$ cat src/rtl/ready_list_mp.sv
// Multi-priority ready list: one circular doubly-linked TID list per priority,
// serving insert/remove/round-robin get/query through a req/ready/done handshake.
module ready_list_mp #(
    parameter int NTASK = 64,
    parameter int NPRI  = 8,
    localparam int TIDW = $clog2(NTASK),
    localparam int PRIW = $clog2(NPRI)
) (
    input  logic            clk_i,
    input  logic            rst_ni,
    input  logic            req_i,
    input  logic [2:0]      op_i,
    input  logic [TIDW-1:0] tid_i,
    input  logic [PRIW-1:0] pri_i,
    output logic            ready_o,
    output logic            done_o,
    output logic [1:0]      err_o,
    output logic [TIDW-1:0] tid_o,
    output logic [PRIW-1:0] pri_o,
    output logic [TIDW-1:0] nxt_o,
    output logic [TIDW-1:0] prv_o,
    output logic            inlist_o,
    output logic [NPRI-1:0] nonempty_o,
    output logic [TIDW:0]   count_o
);

    localparam logic [2:0] OP_INS = 3'd0;
    localparam logic [2:0] OP_REM = 3'd1;
    localparam logic [2:0] OP_PRI = 3'd2;
    localparam logic [2:0] OP_ANY = 3'd3;
    localparam logic [2:0] OP_QRY = 3'd4;
    localparam logic [TIDW:0] CNT_ONE = (TIDW+1)'(1);

    typedef enum logic [3:0] {
        S_IDLE, S_INS1, S_INS2, S_INS3, S_REM1, S_REM2, S_REM3, S_GET1, S_QRY1, S_DONE
    } state_t;

    state_t state, state_d;

    logic [TIDW-1:0] nxt  [NTASK];
    logic [TIDW-1:0] prv  [NTASK];
    logic [PRIW-1:0] tpri [NTASK];
    logic [TIDW-1:0] head [NPRI];
    logic [NTASK-1:0] in_list;
    logic [NPRI-1:0]  headv;
    logic [TIDW:0]    count;

    logic [TIDW-1:0] tid_q, tail_q, n_q, pv_q;
    logic [PRIW-1:0] pri_q, rem_pri;
    logic            accept;
    logic [1:0]      acc_err;

    function automatic logic [PRIW-1:0] hi_pri(input logic [NPRI-1:0] v);
        logic [PRIW-1:0] r;
        r = '0;
        for (int p = 0; p < NPRI; p++)
            if (v[p]) r = PRIW'(p);
        return r;
    endfunction

    assign nonempty_o = headv;
    assign count_o    = count;
    assign rem_pri    = tpri[tid_q];

    always_ff @(posedge clk_i) begin
        if (!rst_ni) state <= S_IDLE;
        else         state <= state_d;
    end

    // Errors are decided at acceptance so they finish in a single cycle.
    always_comb begin
        ready_o = (state == S_IDLE) || (state == S_DONE);
        done_o  = (state == S_DONE);
        accept  = req_i && ready_o;
        acc_err = 2'd0;
        case (op_i)
            OP_INS:  if (in_list[tid_i])  acc_err = 2'd1;
            OP_REM:  if (!in_list[tid_i]) acc_err = 2'd2;
            OP_PRI:  if (!headv[pri_i])   acc_err = 2'd3;
            OP_ANY:  if (headv == '0)     acc_err = 2'd3;
            OP_QRY:  acc_err = 2'd0;
            default: acc_err = 2'd3;
        endcase
        state_d = state;
        case (state)
            S_IDLE, S_DONE: begin
                state_d = S_IDLE;
                if (accept) begin
                    if (acc_err != 2'd0) state_d = S_DONE;
                    else begin
                        case (op_i)
                            OP_INS:  state_d = S_INS1;
                            OP_REM:  state_d = S_REM1;
                            OP_QRY:  state_d = S_QRY1;
                            default: state_d = S_GET1;
                        endcase
                    end
                end
            end
            S_INS1:  state_d = headv[pri_q] ? S_INS2 : S_DONE;
            S_INS2:  state_d = S_INS3;
            S_INS3:  state_d = S_DONE;
            S_REM1:  state_d = (nxt[tid_q] == tid_q) ? S_DONE : S_REM2;
            S_REM2:  state_d = S_REM3;
            S_REM3:  state_d = S_DONE;
            S_GET1:  state_d = S_DONE;
            S_QRY1:  state_d = S_DONE;
            default: state_d = S_IDLE;
        endcase
    end

    // Link storage and operand registers carry no reset; every entry is written before use.
    always_ff @(posedge clk_i) begin
        case (state)
            S_IDLE, S_DONE: begin
                if (accept) begin
                    tid_q <= tid_i;
                    pri_q <= (op_i == OP_ANY) ? hi_pri(headv) : pri_i;
                end
            end
            S_INS1: begin
                if (!headv[pri_q]) begin
                    head[pri_q] <= tid_q;
                    nxt[tid_q]  <= tid_q;
                    prv[tid_q]  <= tid_q;
                    tpri[tid_q] <= pri_q;
                end else begin
                    tail_q <= prv[head[pri_q]];
                end
            end
            S_INS2: begin
                nxt[tail_q]      <= tid_q;
                prv[head[pri_q]] <= tid_q;
            end
            S_INS3: begin
                nxt[tid_q]  <= head[pri_q];
                prv[tid_q]  <= tail_q;
                tpri[tid_q] <= pri_q;
            end
            S_REM1: begin
                pri_q <= rem_pri;
                n_q   <= nxt[tid_q];
                pv_q  <= prv[tid_q];
            end
            S_REM2: begin
                prv[n_q]  <= pv_q;
                nxt[pv_q] <= n_q;
            end
            S_REM3: if (head[pri_q] == tid_q) head[pri_q] <= n_q;
            S_GET1: head[pri_q] <= nxt[head[pri_q]];
            default: ;
        endcase
    end

    always_ff @(posedge clk_i) begin
        if (!rst_ni) begin
            in_list  <= '0;
            headv    <= '0;
            count    <= '0;
            err_o    <= 2'd0;
            tid_o    <= '1;
            pri_o    <= '0;
            nxt_o    <= '1;
            prv_o    <= '1;
            inlist_o <= 1'b0;
        end else begin
            case (state)
                S_IDLE, S_DONE: begin
                    if (accept && acc_err != 2'd0) begin
                        err_o <= acc_err;
                        tid_o <= '1;
                    end
                end
                S_INS1: begin
                    if (!headv[pri_q]) begin
                        headv[pri_q]   <= 1'b1;
                        in_list[tid_q] <= 1'b1;
                        count          <= count + CNT_ONE;
                        err_o          <= 2'd0;
                        tid_o          <= tid_q;
                        pri_o          <= pri_q;
                    end
                end
                S_INS3: begin
                    in_list[tid_q] <= 1'b1;
                    count          <= count + CNT_ONE;
                    err_o          <= 2'd0;
                    tid_o          <= tid_q;
                    pri_o          <= pri_q;
                end
                S_REM1: begin
                    if (nxt[tid_q] == tid_q) begin
                        headv[rem_pri] <= 1'b0;
                        in_list[tid_q] <= 1'b0;
                        count          <= count - CNT_ONE;
                        err_o          <= 2'd0;
                        tid_o          <= tid_q;
                        pri_o          <= rem_pri;
                    end
                end
                S_REM3: begin
                    in_list[tid_q] <= 1'b0;
                    count          <= count - CNT_ONE;
                    err_o          <= 2'd0;
                    tid_o          <= tid_q;
                    pri_o          <= pri_q;
                end
                S_GET1: begin
                    err_o <= 2'd0;
                    tid_o <= head[pri_q];
                    pri_o <= pri_q;
                end
                S_QRY1: begin
                    err_o    <= 2'd0;
                    tid_o    <= tid_q;
                    pri_o    <= tpri[tid_q];
                    inlist_o <= in_list[tid_q];
                    nxt_o    <= in_list[tid_q] ? nxt[tid_q] : '1;
                    prv_o    <= in_list[tid_q] ? prv[tid_q] : '1;
                end
                default: ;
            endcase
        end
    end

endmodule

$ cat config.mk
export PLATFORM = sky130hd
export DESIGN_NAME = ready_list_mp
export DESIGN_NICKNAME = d
export VERILOG_FILES = /design/src/rtl/ready_list_mp.sv
export SDC_FILE = /design/constraint.sdc
export NUM_CORES = 2
export LEC_CHECK = 0
export BUFFER_PORTS_ARGS = -buffer_cell sky130_fd_sc_hd__buf_2
export CAP_MARGIN = 20
export CORE_MARGIN = 4
export CORE_UTILIZATION = 30
export DETAILED_ROUTE_END_ITERATION = 10
export HOLD_SLACK_MARGIN = 0.15
export PLACE_DENSITY = 0.5
export SLEW_MARGIN = 20
export SYNTH_ARGS = -nofsm -noshare
export SYNTH_HDL_FRONTEND = slang
export SYNTH_SLANG_ARGS = --single-unit
$ cat constraint.sdc
create_clock -name clk_i -period 13.15 [get_ports clk_i]
set_input_delay 3.2875 -clock clk_i [delete_from_list [all_inputs] [get_ports clk_i]]
set_output_delay 3.2875 -clock clk_i [all_outputs]
set_load 0.02 [all_outputs]
==> results.toml <==
[logic_synthesis]
ys_types = 71
synth_edf_count = 1035
avgSynthCellArea_um2 = 14.3
ys_seq_area_share_pct = 60.4
yosys_warnings = 0
syn_area_um2 = 55300
yosys.area.top_type = "edfxtp_1"
ys_seq_elements = 1151
netlist_instances = 3874
syn_nets = 3895
synthArstFlopShare_pct = 0
yosys_most_used_dff = "edfxtp_1"
synth.top_cells.by_area = "edfxtp_1 (56%), mux4_2 (14%), dfxtp_1 (4.2%), mux2i_1 (3.7%), nand2_1 (3.0%)"
yosysTopAreaCellShare_pct = 56.2
synth.most_common_cell = "edfxtp_1"
synth_commonest_cells = "edfxtp_1 (1035), nand2_1 (442), mux4_2 (344)"

[clocking]
cts-root-buf = "clkbuf_16"
cts_hold_buffers = 0
clock_path_buffers = 3
clk_pin_slew_ps = 60
clkSinkCount = 1151
numCtsBuffers = 118
post_cts_buffers = 0
cts_tree = "built"
clock_latency_ps = 770
cts_resized = 0
htree_levels = 3

[drt]
wl_per_cell_um = 27.2
vias = 35500
drc = 0
drtPass1Iterations = 6
detail-route-antenna-nets = 0
via_per_inst = 5.57
drt_first_iter_violations = 3588
finalWirelength_mm = 174

[timing]
hold_ws_ps = 473
period_share_pct = 47.9
grt_setup_unrepaired = "false"
fmax_ghz = 0.159
setup_slack_ps = 6850
setup-tns-final_ps = 0
setup_viol = 0
relSlewSlack_pct = 25.0
finClkSkew_ps = 67.8
slew_violations = 0
worstMarginPinSlew_ps = 1110
layout_min_cycle_time_ps = 6300
hold_viol = 0

[floorplan]
core_um2 = 183000
die_x_um = 437
io_pins = 56
start_util_pct = 30.2
fp.dieH_um = 437
fp.dieArea_um2 = 191000
num_rows = 157

[placed_design]
hpwl_mm = 111
place.gp.congestion = 0.844
place_ws_ps = 6670
portBuffers = 55

[hold_path]
hp-start = "count_o[6]"
hold_depth = 2
hold_path_class = "reg2reg"

[status]
status = "finished, final reports clean"

[setup_path]
rr_worst_depth = 12
crit_arrival_ps = 6950
crit_path_max_fanout = 53
path_class = "reg2reg"
end_kind = "flip-flop"
start_kind = "flip-flop"
worstPathRequired_ps = 13790

[global_routing]
first_global_vias = 35100
grt_max_degree = 139
grt_pass1_wl_mm = 252
grtUsageTotal_pct = 17.7
gr-total-overflow = 0
antenna_found_initial = 3

[cells_and_area]
syn_to_final_growth_pct = 12.4
drive_gt1_share_pct = 19.1
fin_util_pct = 33.9
nets = 3834

[power]
p_int_mw = 9.00
p_clk_share_pct = 22.7
combPwrFrac_pct = 46.5
p_switching_mw = 6.33
p_per_area_nw_per_um2 = 247
power_switching_share_pct = 41.3
leakagePower_nw = 19.3
sequentialPowerShare_pct = 30.8
irDropWorstVdd_v = 0.000213

[flow_run]
maxCapViolations = 0
## cells by family after synthesis
group | share of synthesized area (%)
buffers and inverters | 2.96
adder cells (fa/ha/maj) | 0.149
flip-flops | 60.4
AND/OR/NAND/NOR | 8.37
multiplexers | 18.3
AO/OA/AOI/OAI | 9.50
XOR/XNOR | 0.285
## sequential cells by signal, summed over array words and instances (netlist names), 7 cells and up, named ones only
register    cells
nxt           384
prv           384
tpri          192
head           48
nonempty_o      8
count_o         7
## routing by layer
metal	global-route usage, %	vias to the layer above	part of all wire [%]
met4	6.75	0	3.8
li1	-	15300	-
met1	24.0	18600	43
met5	0	-	0
met3	2.71	267	6.3
met2	28.6	1332	47
## path summary, 6_finish.rpt
check               endpoint  slack, ps
hold / removal    count_o[6]        470
setup reg to reg   flip-flop       6850
setup / recovery   flip-flop       6850
hold reg to reg   count_o[6]        470
## cells in the final DEF, fill, tap and decap left out, types with 12 or more instances in the layout
cell type and instances:
o211ai_1 29, edfxtp_1 1035, nor2_1 282, clkinv_2 24, a31oi_1 58, xnor2_1 13, nand3_1 52, mux2_2 30
o31ai_1 21, dfxtp_1 112, a311oi_1 105, nand2_1 438, nand2b_1 21, a211oi_1 211, clkbuf_16 118, mux4_2 344
buf_4 74, nor3_1 41, and2_1 128, a22oi_1 25, bufinv_16 17, mux2i_1 198, o22ai_1 28, o221a_2 14
inv_1 44, o311ai_0 12, clkinv_1 18, a21oi_1 63, buf_2 55, clkbuf_1 33, o21ai_0 58
## cell type report
cell class / instances / area (um2)
Fill cell: 17800 / 121000
Sequential cell: 1151 / 33400
Multi-Input combinational cell: 2358 / 20500
Clock buffer: 154 / 3120
Tap cell: 2464 / 3080
Timing Repair Buffer: 136 / 977
Clock inverter: 65 / 846
Inverter: 48 / 181
Antenna cell: 1 / 2.50
## critical path, cell delays in order (launching register included)
cell and delay, ps:
dfxtp_4 940, buf_4 860, buf_4 630, mux4_2 570, nor2b_1 140, a211oi_1 630
a2111oi_0 180, o2bb2ai_1 320, xnor2_1 320, and4_1 250, buf_4 430, o21ai_1 400
o221a_2 370
## stage by stage
| stage | std cells | power [mW] | cell area, um2 |
|---|---|---|---|
| after CTS | 6375 | 15.4 | 62100 |
| after detailed placement | 6156 | 11.9 | 58100 |
| after global placement | 6154 | 11.9 | 58100 |
| after global routing | 6377 | 16.0 | 62100 |
| final | 6377 | 15.3 | 62100 |
| after floorplan | 3874 | 9.40 | 55300 |
## power by group through the flow
stage          Combinational [mW]  Sequential, mW  Clock [mW]
2_1_floorplan                4.70            4.70           0
3_3_place_gp                 7.06            4.84           0
3_5_place_dp                 7.09            4.84           0
4_1_cts                      7.11            4.76        3.55
5_1_grt                      7.54            4.75        3.69
6_report                     7.13            4.73        3.48
(Power assumes the default switching activity.)
